--- config.mk ---
export PLATFORM = sky130hd
export DESIGN_NAME = dac_spi_tx
export DESIGN_NICKNAME = d
export VERILOG_FILES = /design/src/rtl/dac_spi_tx.sv
export SDC_FILE = /design/constraint.sdc
export NUM_CORES = 1
export LEC_CHECK = 0
export BUFFER_PORTS_ARGS = -buffer_cell sky130_fd_sc_hd__buf_2
export CORE_ASPECT_RATIO = 1.1
export CORE_MARGIN = 2
export CORE_UTILIZATION = 45
export CTS_CLUSTER_SIZE = 20
export DETAILED_ROUTE_END_ITERATION = 10
export HOLD_SLACK_MARGIN = 0.12
export PLACE_DENSITY = 0.72
export SETUP_SLACK_MARGIN = 0.2
export SYNTH_ARGS = -nofsm -noshare
export SYNTH_HDL_FRONTEND = slang
export SYNTH_SLANG_ARGS = --single-unit
--- constraint.sdc ---
create_clock -name clk -period 2.07 [get_ports clk]
set_input_delay 0.1035 -clock clk [delete_from_list [all_inputs] [get_ports clk]]
set_output_delay 0.1035 -clock clk [all_outputs]
set_load 0.05 [all_outputs]
--- src/rtl/dac_spi_tx.sv ---
// dac_spi_tx: converts filtered Q9.16 samples to 12-bit offset-binary DAC
// codes (with saturation) and shifts them out as 16-bit SPI frames.
// A one-deep holding register absorbs samples arriving mid-frame; the newest
// sample wins.
// Optional feature: define DAC_SPI_DROP_CNT_EN to add the drop_cnt output,
// a saturating count of pending samples overwritten before being sent.
module dac_spi_tx #(
  parameter int DIN_W   = 25,
  parameter int FRAC_W  = 16,
  parameter int CLK_DIV = 1,
  parameter int GAP_CYC = 2
) (
  input  logic             clk,
  input  logic             rst,
  input  logic             rx_2,
  input  logic [DIN_W-1:0] y,
  output logic             sync_n,
  output logic             sclk,
  output logic             sdata,
  output logic             busy,
  output logic             done,
  output logic             sat
`ifdef DAC_SPI_DROP_CNT_EN
  ,
  output logic [7:0]       drop_cnt
`endif
);

  localparam int SH = FRAC_W - 11;
  localparam int DW = (CLK_DIV > 1) ? $clog2(CLK_DIV) : 1;
  localparam int GW = (GAP_CYC > 1) ? $clog2(GAP_CYC) : 1;
  // Clip window: [-1.0, +1.0 - 1 LSB of the 12-bit code]
  localparam logic signed [DIN_W-1:0] MAXV = DIN_W'((1 << FRAC_W) - (1 << SH));
  localparam logic signed [DIN_W-1:0] MINV = DIN_W'(-(1 << FRAC_W));

  typedef enum logic [1:0] {IDLE, LOAD, SHIFT, GAP} state_t;

  state_t                   state;
  logic signed [DIN_W-1:0]  hold;
  logic                     pending;
  logic [15:0]              shreg;
  logic [3:0]               bit_cnt;
  logic [DW-1:0]            div_cnt;
  logic                     hi_ph;
  logic [GW-1:0]            gap_cnt;

  logic signed [DIN_W-1:0]  nxt_hold;
  logic signed [DIN_W-1:0]  clip_v;
  logic [11:0]              code;
  logic                     unused_frac;

  function automatic logic is_clip(input logic signed [DIN_W-1:0] v);
    return (v > MAXV) || (v < MINV);
  endfunction

  // Conversion of the held sample: clip, drop fraction bits (floor), then
  // flipping the sign bit of the 12-bit result is the +2048 offset.
  always_comb begin
    nxt_hold = rx_2 ? $signed(y) : hold;
    clip_v   = hold;
    if (hold > MAXV)      clip_v = MAXV;
    else if (hold < MINV) clip_v = MINV;
    code = {~clip_v[FRAC_W], clip_v[FRAC_W-1:SH]};
  end

  assign unused_frac = ^clip_v[SH-1:0];

  // Frame sequencer, holding register and registered SPI outputs
  always_ff @(posedge clk or negedge rst) begin
    if (!rst) begin
      state   <= IDLE;
      hold    <= '0;
      pending <= 1'b0;
      shreg   <= '0;
      bit_cnt <= '0;
      div_cnt <= '0;
      hi_ph   <= 1'b0;
      gap_cnt <= '0;
      sync_n  <= 1'b1;
      sclk    <= 1'b1;
      sdata   <= 1'b0;
      busy    <= 1'b0;
      done    <= 1'b0;
      sat     <= 1'b0;
    end else begin
      done <= 1'b0;
      sat  <= 1'b0;
      if (rx_2) hold <= y;
      // A strobe during LOAD re-arms pending even though LOAD consumes it
      if (rx_2 && state != IDLE) pending <= 1'b1;
      else if (state == LOAD)    pending <= 1'b0;
      case (state)
        IDLE: begin
          if (rx_2) begin
            state <= LOAD;
            busy  <= 1'b1;
            sat   <= is_clip(y);
          end
        end
        LOAD: begin
          // Bit 15 goes out now; shreg holds the remaining 15 bits MSB-aligned
          state   <= SHIFT;
          shreg   <= {3'b000, code, 1'b0};
          sdata   <= 1'b0;
          sync_n  <= 1'b0;
          sclk    <= 1'b1;
          hi_ph   <= 1'b1;
          bit_cnt <= 4'd15;
          div_cnt <= '0;
        end
        SHIFT: begin
          if (div_cnt == DW'(CLK_DIV - 1)) begin
            div_cnt <= '0;
            if (hi_ph) begin
              sclk  <= 1'b0;
              hi_ph <= 1'b0;
            end else if (bit_cnt == 4'd0) begin
              state   <= GAP;
              sync_n  <= 1'b1;
              sclk    <= 1'b1;
              sdata   <= 1'b0;
              done    <= 1'b1;
              gap_cnt <= '0;
            end else begin
              bit_cnt <= bit_cnt - 4'd1;
              sclk    <= 1'b1;
              hi_ph   <= 1'b1;
              sdata   <= shreg[15];
              shreg   <= {shreg[14:0], 1'b0};
            end
          end else begin
            div_cnt <= div_cnt + 1'b1;
          end
        end
        GAP: begin
          if (gap_cnt == GW'(GAP_CYC - 1)) begin
            // A strobe on the last gap cycle still chains straight into LOAD
            if (pending || rx_2) begin
              state <= LOAD;
              sat   <= is_clip(nxt_hold);
            end else begin
              state <= IDLE;
              busy  <= 1'b0;
            end
          end else begin
            gap_cnt <= gap_cnt + 1'b1;
          end
        end
        default: state <= IDLE;
      endcase
    end
  end

`ifdef DAC_SPI_DROP_CNT_EN
  // Count pending samples overwritten unsent; in LOAD the pending sample is
  // already being converted, so a strobe there is not a drop
  always_ff @(posedge clk or negedge rst) begin
    if (!rst)
      drop_cnt <= '0;
    else if (rx_2 && pending && state != LOAD && drop_cnt != 8'hFF)
      drop_cnt <= drop_cnt + 8'd1;
  end
`endif

endmodule

==> metrics.md, run 1 <==
| Metric | Value |
|---|---|
| Clock root cell | clkbuf_8 |
| Grt ovf | 0 |
| # clock sinks | 55 |
| Clock transition at path regs | 100 ps |
| Crit path launch | hold[23] |
| Clock Skew | 8.80 ps |
| Synth area leaders | dfrtp_1, mux2_2, nor2_1 |
| CP max FO | 3 |
| Combinational family with the most area after synthesis | simple AND/OR/NAND/NOR gates |
| # port buffers | 33 |
| Mux cell area share after synthesis | 0.108 |
| Cell family with most CP delay | simple AND/OR/NAND/NOR gates |
| Period minus WS final | 1800 ps |
| FF-to-FF Start | hold[23] |
| Slew @ Worst Pin | 685 ps |
| Dominant synthesized flop cell | dfrtp_1 |
| Hold Crit Class | primary input to flip-flop |
| PD cells | 1020 nW/um^2 |
| HPWL Detailed | 3.77 mm |
| Post-synthesis simple-gate area fraction | 0.176 |
| WL final | 5.96 mm |
| Fmax | 556 MHz |
| Post-synth EDFFs | 0 |
| Sequential cell area | 1380 sq um |
| Area of the multi-input gates | 1260 sq um |
| Synth Area in Adders | 0.0235 |
| Global-route wire length before repair | 9.94 mm |
| Drt first pass iters | 4 |
| Latest clock arrival within the worst-skew pair | 310 ps |
| Placeable Area | 5730 sq um |
| Synthesis Warnings | 0 |
| Register area share after synthesis | 0.518 |
| GP Congestion | 0.810 |
| Fin crit share | 0.868 |
| Endpoints failing setup | 0 |
| Outcome | finished clean |
| Number of global-route vias before repair | 2123 |
| Cell-internal power | 0.00214 W |
| CP cell instances | or4_1 > nor2_2 > a22oi_1 > a2111o_1 > a21o_1 |
| Overall Global Routing Usage | 0.190 |
| Clk pwr share | 0.178 |
| Max Cap Viol | 0 |
| Seq cells post-synth | 55 |
| Worst EP arrival | 2010 ps |
| Max stage delay cell, worst path | or4_1 |
| Psw | 0.00129 W |
| Mean routed wirelength per cell | 15.1 um |
| DRT iter0 DRCs | 119 |
| Cell count after synthesis | 252 |
| R2r setup slk | 270 ps |
| Placed Instance Area | 2920 sq um |
| Hold WS | 252 ps |
| ANT cells | 0 |
| Largest net degree at the start of global routing | 56 |
| Rows | 29 |
| Max-slew headroom | 0.543 |
| Filler instances | 505 |
| RSZ-0062 raised after global routing | true |
| Longest Clk Path Bufs | 2 |
| XOR/XNOR share of the synthesized area | 0.00329 |
| Number of remaining DRC errors | 0 |
| Die Wd | 77.3 um |
| Post-route cell area | 3360 sq um |
| Final #Nets | 349 |
| Inserted Clock Buffers | 5 |
| Sequential power share | 0.436 |
| H-tree levels | 2 |
| Slowest stage delay, CP | 550 ps |
| Post-Route Utilization | 0.585 |
| Post-Syn Area | 2660 sq um |
| WP buf/inv | 0 |
| Layout area overhead | 26.1% |
| I/O pins | 34 |
| Critical path type | flip-flop to flip-flop |
| Post-Syn Nets | 285 |
| Layout cells sized above 1 | 0.290 |
| Tot Pwr | 0.00343 W |
| Vias | 2157 |
| Distinct cell type count after synthesis | 48 |
| Comb pwr share | 0.386 |
| Endpoints failing hold | 0 |
| Yosys top cell area share | 0.498 |
| Complex-gate fraction of the synthesized area | 0.137 |
| HP Start | rx_2 |
| Sw frac | 0.375 |
| Setup TNS | 0 ps |
| Crit. End Element | flip-flop |
| Critical Path Start Type | flip-flop |
| Initial antenna violation count | 0 |
| Fin. max-slew vios | 0 |
| Number of nets with antenna violations after routing | 0 |
| Syn Area/Cell | 10.6 sq um |
| FFs w/ async S/R, synth | 1.00 |
| LEAKAGE | 1.42 nW |
| Peak supply drop | 0.549 mV |
| CTS tree | yes |
| Biggest area consumer among synthesized cells | dfrtp_1 |
| Drt via density | 5.47 |
| Die height | 84.7 um |
| Die area | 6550 sq um |
| Critical Path RT | 2290 ps |
| Initial Util | 0.464 |
repair_timing:
action	in CTS	in global routing
endpoints found under the hold margin	78	0
hold buffers	26	0
gates cloned	0	2
endpoints found under the setup margin	10	20
setup buffers	0	1
pin swaps	0	2
resized for setup	3	12
registers in the layout, indices dropped and copies added (netlist names):
signal,cells
done,1
sync_n,1
gap_cnt,1
busy,1
sdata,1
sclk,1
state,2
bit_cnt,4
pending,1
shreg,15
hold,25
hi_ph,1
sat,1
metrics by stage:
| stage | cells | setup WS, ps |
|---|---|---|
| 5_1_grt | 394 | 188 |
| 6_report | 394 | 273 |
| 2_1_floorplan | 252 | 252 |
| 3_5_place_dp | 357 | 79.7 |
| 4_1_cts | 391 | 175 |
| 3_3_place_gp | 357 | 173 |
worst paths after layout:
| path | to | depth (start not counted) |
|---|---|---|
| max reg2reg | sat | 5 |
| max in group asynchronous | hold[9] | 3 |
| min in group asynchronous | sdata | 3 |
| max | sat | 5 |
| min | hold[2] | 2 |
| min reg2reg | sync_n | 2 |
worst reg2reg max path, cell delays in order (launching register included):
cell	delay, ps
dfrtp_1	400
or4_1	550
nor2_2	190
a22oi_1	90
a2111o_1	290
a21o_1	180
per-layer routing:
layer	global-route usage	routed length, um	vias to the layer above
met1	0.251	2660	1047
met2	0.311	2990	58
met5	0	0	-
met3	0.0430	231	9
li1	-	-	1043
met4	0.0633	74	0
power by group through the flow:
stage                     Combinational [W]  Clock, W  Sequential (W)
after detailed placement            0.00115         0         0.00150
after global routing                0.00146  0.000679         0.00153
after global placement              0.00113         0         0.00150
after CTS                           0.00122  0.000628         0.00149
final                               0.00132  0.000610         0.00149
after floorplan                    0.000816         0         0.00154
layout by cell type (no fill, tap or decap), types with 5 or more instances in the layout:
cell type      Yosys  layout
mux2_2            22      22
a21oi_1            7       7
inv_1              9       9
o21ai_0           12      11
dfrtp_1           53      53
ha_1               5       5
dlygate4sd3_1      0      26
nor2b_1           10      10
nor2_1            26      24
a221oi_1          10       9
buf_2              3      34
nand4_1            7       7
nand2_1           23      23
buf_4              0       7
clkbuf_8           0       5
Yosys cell counts, types with 3 or more instances:
cell type,number
inv_1,9
nor2b_1,10
ha_1,5
a221oi_1,10
dfrtp_1,53
o21a_1,3
buf_2,3
a31oi_1,3
or4_1,4
nor2_1,26
nand2_1,23
clkbuf_1,8
nor3_1,5
nand2b_1,3
o21ai_0,12
mux2_2,22
a21oi_1,7
nand4_1,7
nand3_1,4
cell type report:
cell class | instances | share of cell area
repair buffers | 68 | 0.147
well taps | 77 | 0.0287
inverters | 9 | 0.0101
clock buffers | 5 | 0.0205
clock inverters | 3 | 0.00708
multi-input cells | 177 | 0.375
flip-flops and latches | 55 | 0.411
logic make-up after synthesis:
| logic type | count (synthesis) |
|---|---|
| XOR/XNOR | 1 |
| multiplexers | 25 |
| AO/OA/AOI/OAI | 52 |
| adder cells (fa/ha/maj) | 5 |
| flip-flops | 55 |
| buffers and inverters | 21 |
| AND/OR/NAND/NOR | 93 |
No activity file was read; power rests on OpenSTA's default activity.
==> inputs of run 2 (changes only) <==
--- a/config.mk
+++ b/config.mk
@@ -5,6 +5,7 @@
 export SDC_FILE = /design/constraint.sdc
 export NUM_CORES = 1
 export LEC_CHECK = 0
+export ABC_AREA = 1
 export BUFFER_PORTS_ARGS = -buffer_cell sky130_fd_sc_hd__buf_2
 export CORE_ASPECT_RATIO = 1.1
 export CORE_MARGIN = 2
@@ -12,7 +13,7 @@
 export CTS_CLUSTER_SIZE = 20
 export DETAILED_ROUTE_END_ITERATION = 10
 export HOLD_SLACK_MARGIN = 0.12
-export PLACE_DENSITY = 0.72
+export PLACE_DENSITY = 0.71
 export SETUP_SLACK_MARGIN = 0.2
 export SYNTH_ARGS = -nofsm -noshare
 export SYNTH_HDL_FRONTEND = slang
==> metrics.md, run 2 <==
| Metric | Value |
|---|---|
| Peak supply drop | 0.534 mV (was 0.549 mV) |
| Number of global-route vias before repair | 2507 (was 2123) |
| Tot Pwr | 0.00380 W (was 0.00343 W) |
| Cell count after synthesis | 390 (was 252) |
| Placeable Area | 6270 sq um (was 5730 sq um) |
| Drt first pass iters | 4 (unchanged) |
| Register area share after synthesis | 0.468 (was 0.518) |
| Die area | 7210 sq um (was 6550 sq um) |
| Clock Skew | 9.05 ps (was 8.80 ps) |
| Longest Clk Path Bufs | 2 (unchanged) |
| Clock root cell | clkbuf_8 (unchanged) |
| Synth area leaders | dfrtp_1, nand2_1, nor2_1 (was dfrtp_1, mux2_2, nor2_1) |
| Die height | 88.9 um (was 84.7 um) |
| Largest net degree at the start of global routing | 38 (was 56) |
| Mean routed wirelength per cell | 12.6 um (was 15.1 um) |
| Worst EP arrival | 1910 ps (was 2010 ps) |
| Sequential cell area | 1380 sq um (unchanged) |
| Number of remaining DRC errors | 0 (unchanged) |
| ANT cells | 0 (unchanged) |
| CP cell instances | inv_1 > ha_1 > inv_1 > nand2_1 > nand2_4 > nand4_1 > a21oi_1 > o21ai_0 (was or4_1 > nor2_2 > a22oi_1 > a2111o_1 > a21o_1) |
| Biggest register | hold (unchanged) |
| Post-synth EDFFs | 0 (unchanged) |
| Hold Crit Class | primary input to flip-flop (unchanged) |
| Area of the multi-input gates | 1340 sq um (was 1260 sq um) |
| Top Registers | hold (25), shreg (15), bit_cnt (4) (unchanged) |
| Seq cells post-synth | 55 (unchanged) |
| Met3 usage | 0.0337 (was 0.0430) |
| FFs w/ async S/R, synth | 1.00 (unchanged) |
| Synthesis Warnings | 0 (unchanged) |
| Dominant synthesized flop cell | dfrtp_1 (unchanged) |
| Grt ovf | 0 (unchanged) |
| Slew @ Worst Pin | 681 ps (was 685 ps) |
| LEAKAGE | 1.77 nW (was 1.42 nW) |
| CP max FO | 9 (was 3) |
| Drt via density | 4.98 (was 5.47) |
| WL final | 6.69 mm (was 5.96 mm) |
| Post-CTS Setup Inserts | 0 (unchanged) |
| DRT iter0 DRCs | 139 (was 119) |
| Final #Nets | 482 (was 349) |
| Crit. End Element | flip-flop (unchanged) |
| Number of nets with antenna violations after routing | 0 (unchanged) |
| Filler instances | 584 (was 505) |
| Max-slew headroom | 0.546 (was 0.543) |
| Layout area overhead | 19.6% (was 26.1%) |
| H-tree levels | 2 (unchanged) |
| GR peak layer | met2 (unchanged) |
| Grt met1 use | 0.276 (was 0.251) |
| Slowest stage delay, CP | 440 ps (was 550 ps) |
| I/O pins | 34 (unchanged) |
| PD cells | 1080 nW/um^2 (was 1020 nW/um^2) |
| Max reg flops | 25 (unchanged) |
| Post-Syn Nets | 423 (was 285) |
| Cell family with most CP delay | simple AND/OR/NAND/NOR gates (unchanged) |
| Distinct cell type count after synthesis | 34 (was 48) |
| Synth cell count leaders | nand2_1, dfrtp_1, nor2_1 (was dfrtp_1, nor2_1, nand2_1) |
| Initial antenna violation count | 0 (unchanged) |
| Critical Path RT | 2260 ps (was 2290 ps) |
| Inserted Clock Buffers | 5 (unchanged) |
| Period minus WS final | 1720 ps (was 1800 ps) |
| Commonest non-fill, non-tap cells in the layout | nand2_1, dfrtp_1, nor2_1, inv_1, buf_2 (was dfrtp_1, buf_2, dlygate4sd3_1, nor2_1, nand2_1) |
| Max stage delay cell, worst path | dfrtp_1 (was or4_1) |
| Clock transition at path regs | 100 ps (about the same) |
| Outcome | finished clean (unchanged) |
| Rows | 30 (was 29) |
| Setup TNS | 0 ps (unchanged) |
| Initial Util | 0.470 (was 0.464) |
| CTS tree | yes (unchanged) |
| Fin crit share | 0.833 (was 0.868) |
| Biggest area consumer among synthesized cells | dfrtp_1 (unchanged) |
| Fmax | 580 MHz (was 556 MHz) |
| Layout cells sized above 1 | 0.167 (was 0.290) |
| Endpoints failing hold | 0 (unchanged) |
| Latest clock arrival within the worst-skew pair | 310 ps (about the same) |
| Most common cell after layout, fill and taps aside | nand2_1 (was dfrtp_1) |
| Endpoints failing setup | 0 (unchanged) |
| Met2 GRT Util | 0.336 (was 0.311) |
| GP Congestion | 0.788 (was 0.810) |
| Global-route wire length before repair | 11.3 mm (was 9.94 mm) |
| Overall Global Routing Usage | 0.202 (was 0.190) |
| Critical Path Start Type | flip-flop (unchanged) |
| Max Cap Viol | 0 (unchanged) |
| WP buf/inv | 2 (was 0) |
| CP most frequent cell | inv_1 |
| Yosys top cell area share | 0.450 (was 0.498) |
| HPWL Detailed | 4.83 mm (was 3.77 mm) |
| Syn Area/Cell | 7.56 sq um (was 10.6 sq um) |
| RSZ-0062 raised after global routing | false (was true) |
| Fin. max-slew vios | 0 (unchanged) |
| Most numerous cell in the Yosys netlist | nand2_1 (was dfrtp_1) |
| Die Wd | 81.2 um (was 77.3 um) |
| # port buffers | 33 (unchanged) |
| Critical path type | flip-flop to flip-flop (unchanged) |
| Vias | 2641 (was 2157) |
| # clock sinks | 55 (unchanged) |
| Post-Syn Area | 2950 sq um (was 2660 sq um) |
run 2: changes by cell type after synthesis, sizes merged, moves of 6 or more:
cell / before / now
nand2: 23 / 155
inv: 9 / 38
mux2: 24 / 0
nor2: 26 / 44
o21ai: 13 / 24
a221oi: 10 / 0
nor2b: 10 / 0
a21oi: 8 / 17
clkbuf: 8 / 1
nand3: 4 / 11
buf: 4 / 10
run 2: layout make-up:
type                    instances  share of cell area
flip-flops and latches         55               0.391
inverters                      38              0.0447
clock inverters                 2             0.00355
repair buffers                 62               0.130
repair inverters                1             0.00178
multi-input cells             286               0.380
well taps                      80              0.0284
clock buffers                   6              0.0206
run 2: what timing repair did:
item                                    CTS  global route
hold endpoints to repair                 45             0
resized for setup                         0             6
hold buffers                             25             0
endpoints found under the setup margin    0            14
run 2: power breakdown:
group | leakage, nW | internal (W) | switching [W] | total (W)
combinational | 1.08 | 0.000557 | 0.00109 | 0.00165
clock | 0.0412 | 0.000237 | 0.000341 | 0.000578
sequential | 0.655 | 0.00138 | 0.000188 | 0.00157
run 2: worst paths after layout:
| check | start | slack [ps] | endpoint | cells after the start |
|---|---|---|---|---|
| worst max-delay path | state[0] | 350 | bit_cnt[3] | 8 |
| worst min-delay path | y[16] | 210 | hold[16] | 5 |
| worst max register to register | state[0] | 350 | bit_cnt[3] | 8 |
| worst min register to register | sync_n | 480 | sync_n | 2 |
| max in group asynchronous | rst | 1150 | sync_n | 3 |
| min in group asynchronous | rst | 300 | hold[5] | 2 |
run 2: metal layers:
layer  wire [um]  share of wire
met4         104          0.016
met3         236          0.035
met5           0              0
met1        3170           0.47
met2        3180           0.47
run 2: logic make-up (layout without fill, tap and decap cells):
logic type	count (synthesis)	count (layout)	share of synthesized area
flops	55	55	0.468
simple gates	233	233	0.340
compound gates	48	48	0.0888
fa+ha+maj	5	5	0.0212
buf+inv	49	109	0.0819
run 2: worst reg2reg max path, delay by kind of cell (launching register included):
family | cells | cell delay (ps)
simple gates | 3 | 490
flops | 1 | 440
fa+ha+maj | 1 | 250
compound gates | 2 | 220
buf+inv | 2 | 210
run 2: stage by stage:
step	hold slack, ps	cells	setup slack (ps)	utilization	area [sq um]
after floorplan	-192	390	472	-	2950
after global placement	116	496	323	0.505	3160
after detailed placement	115	496	223	0.505	3160
after CTS	201	529	202	0.558	3500
after global routing	235	530	218	0.562	3520
final	214	530	346	0.562	3520
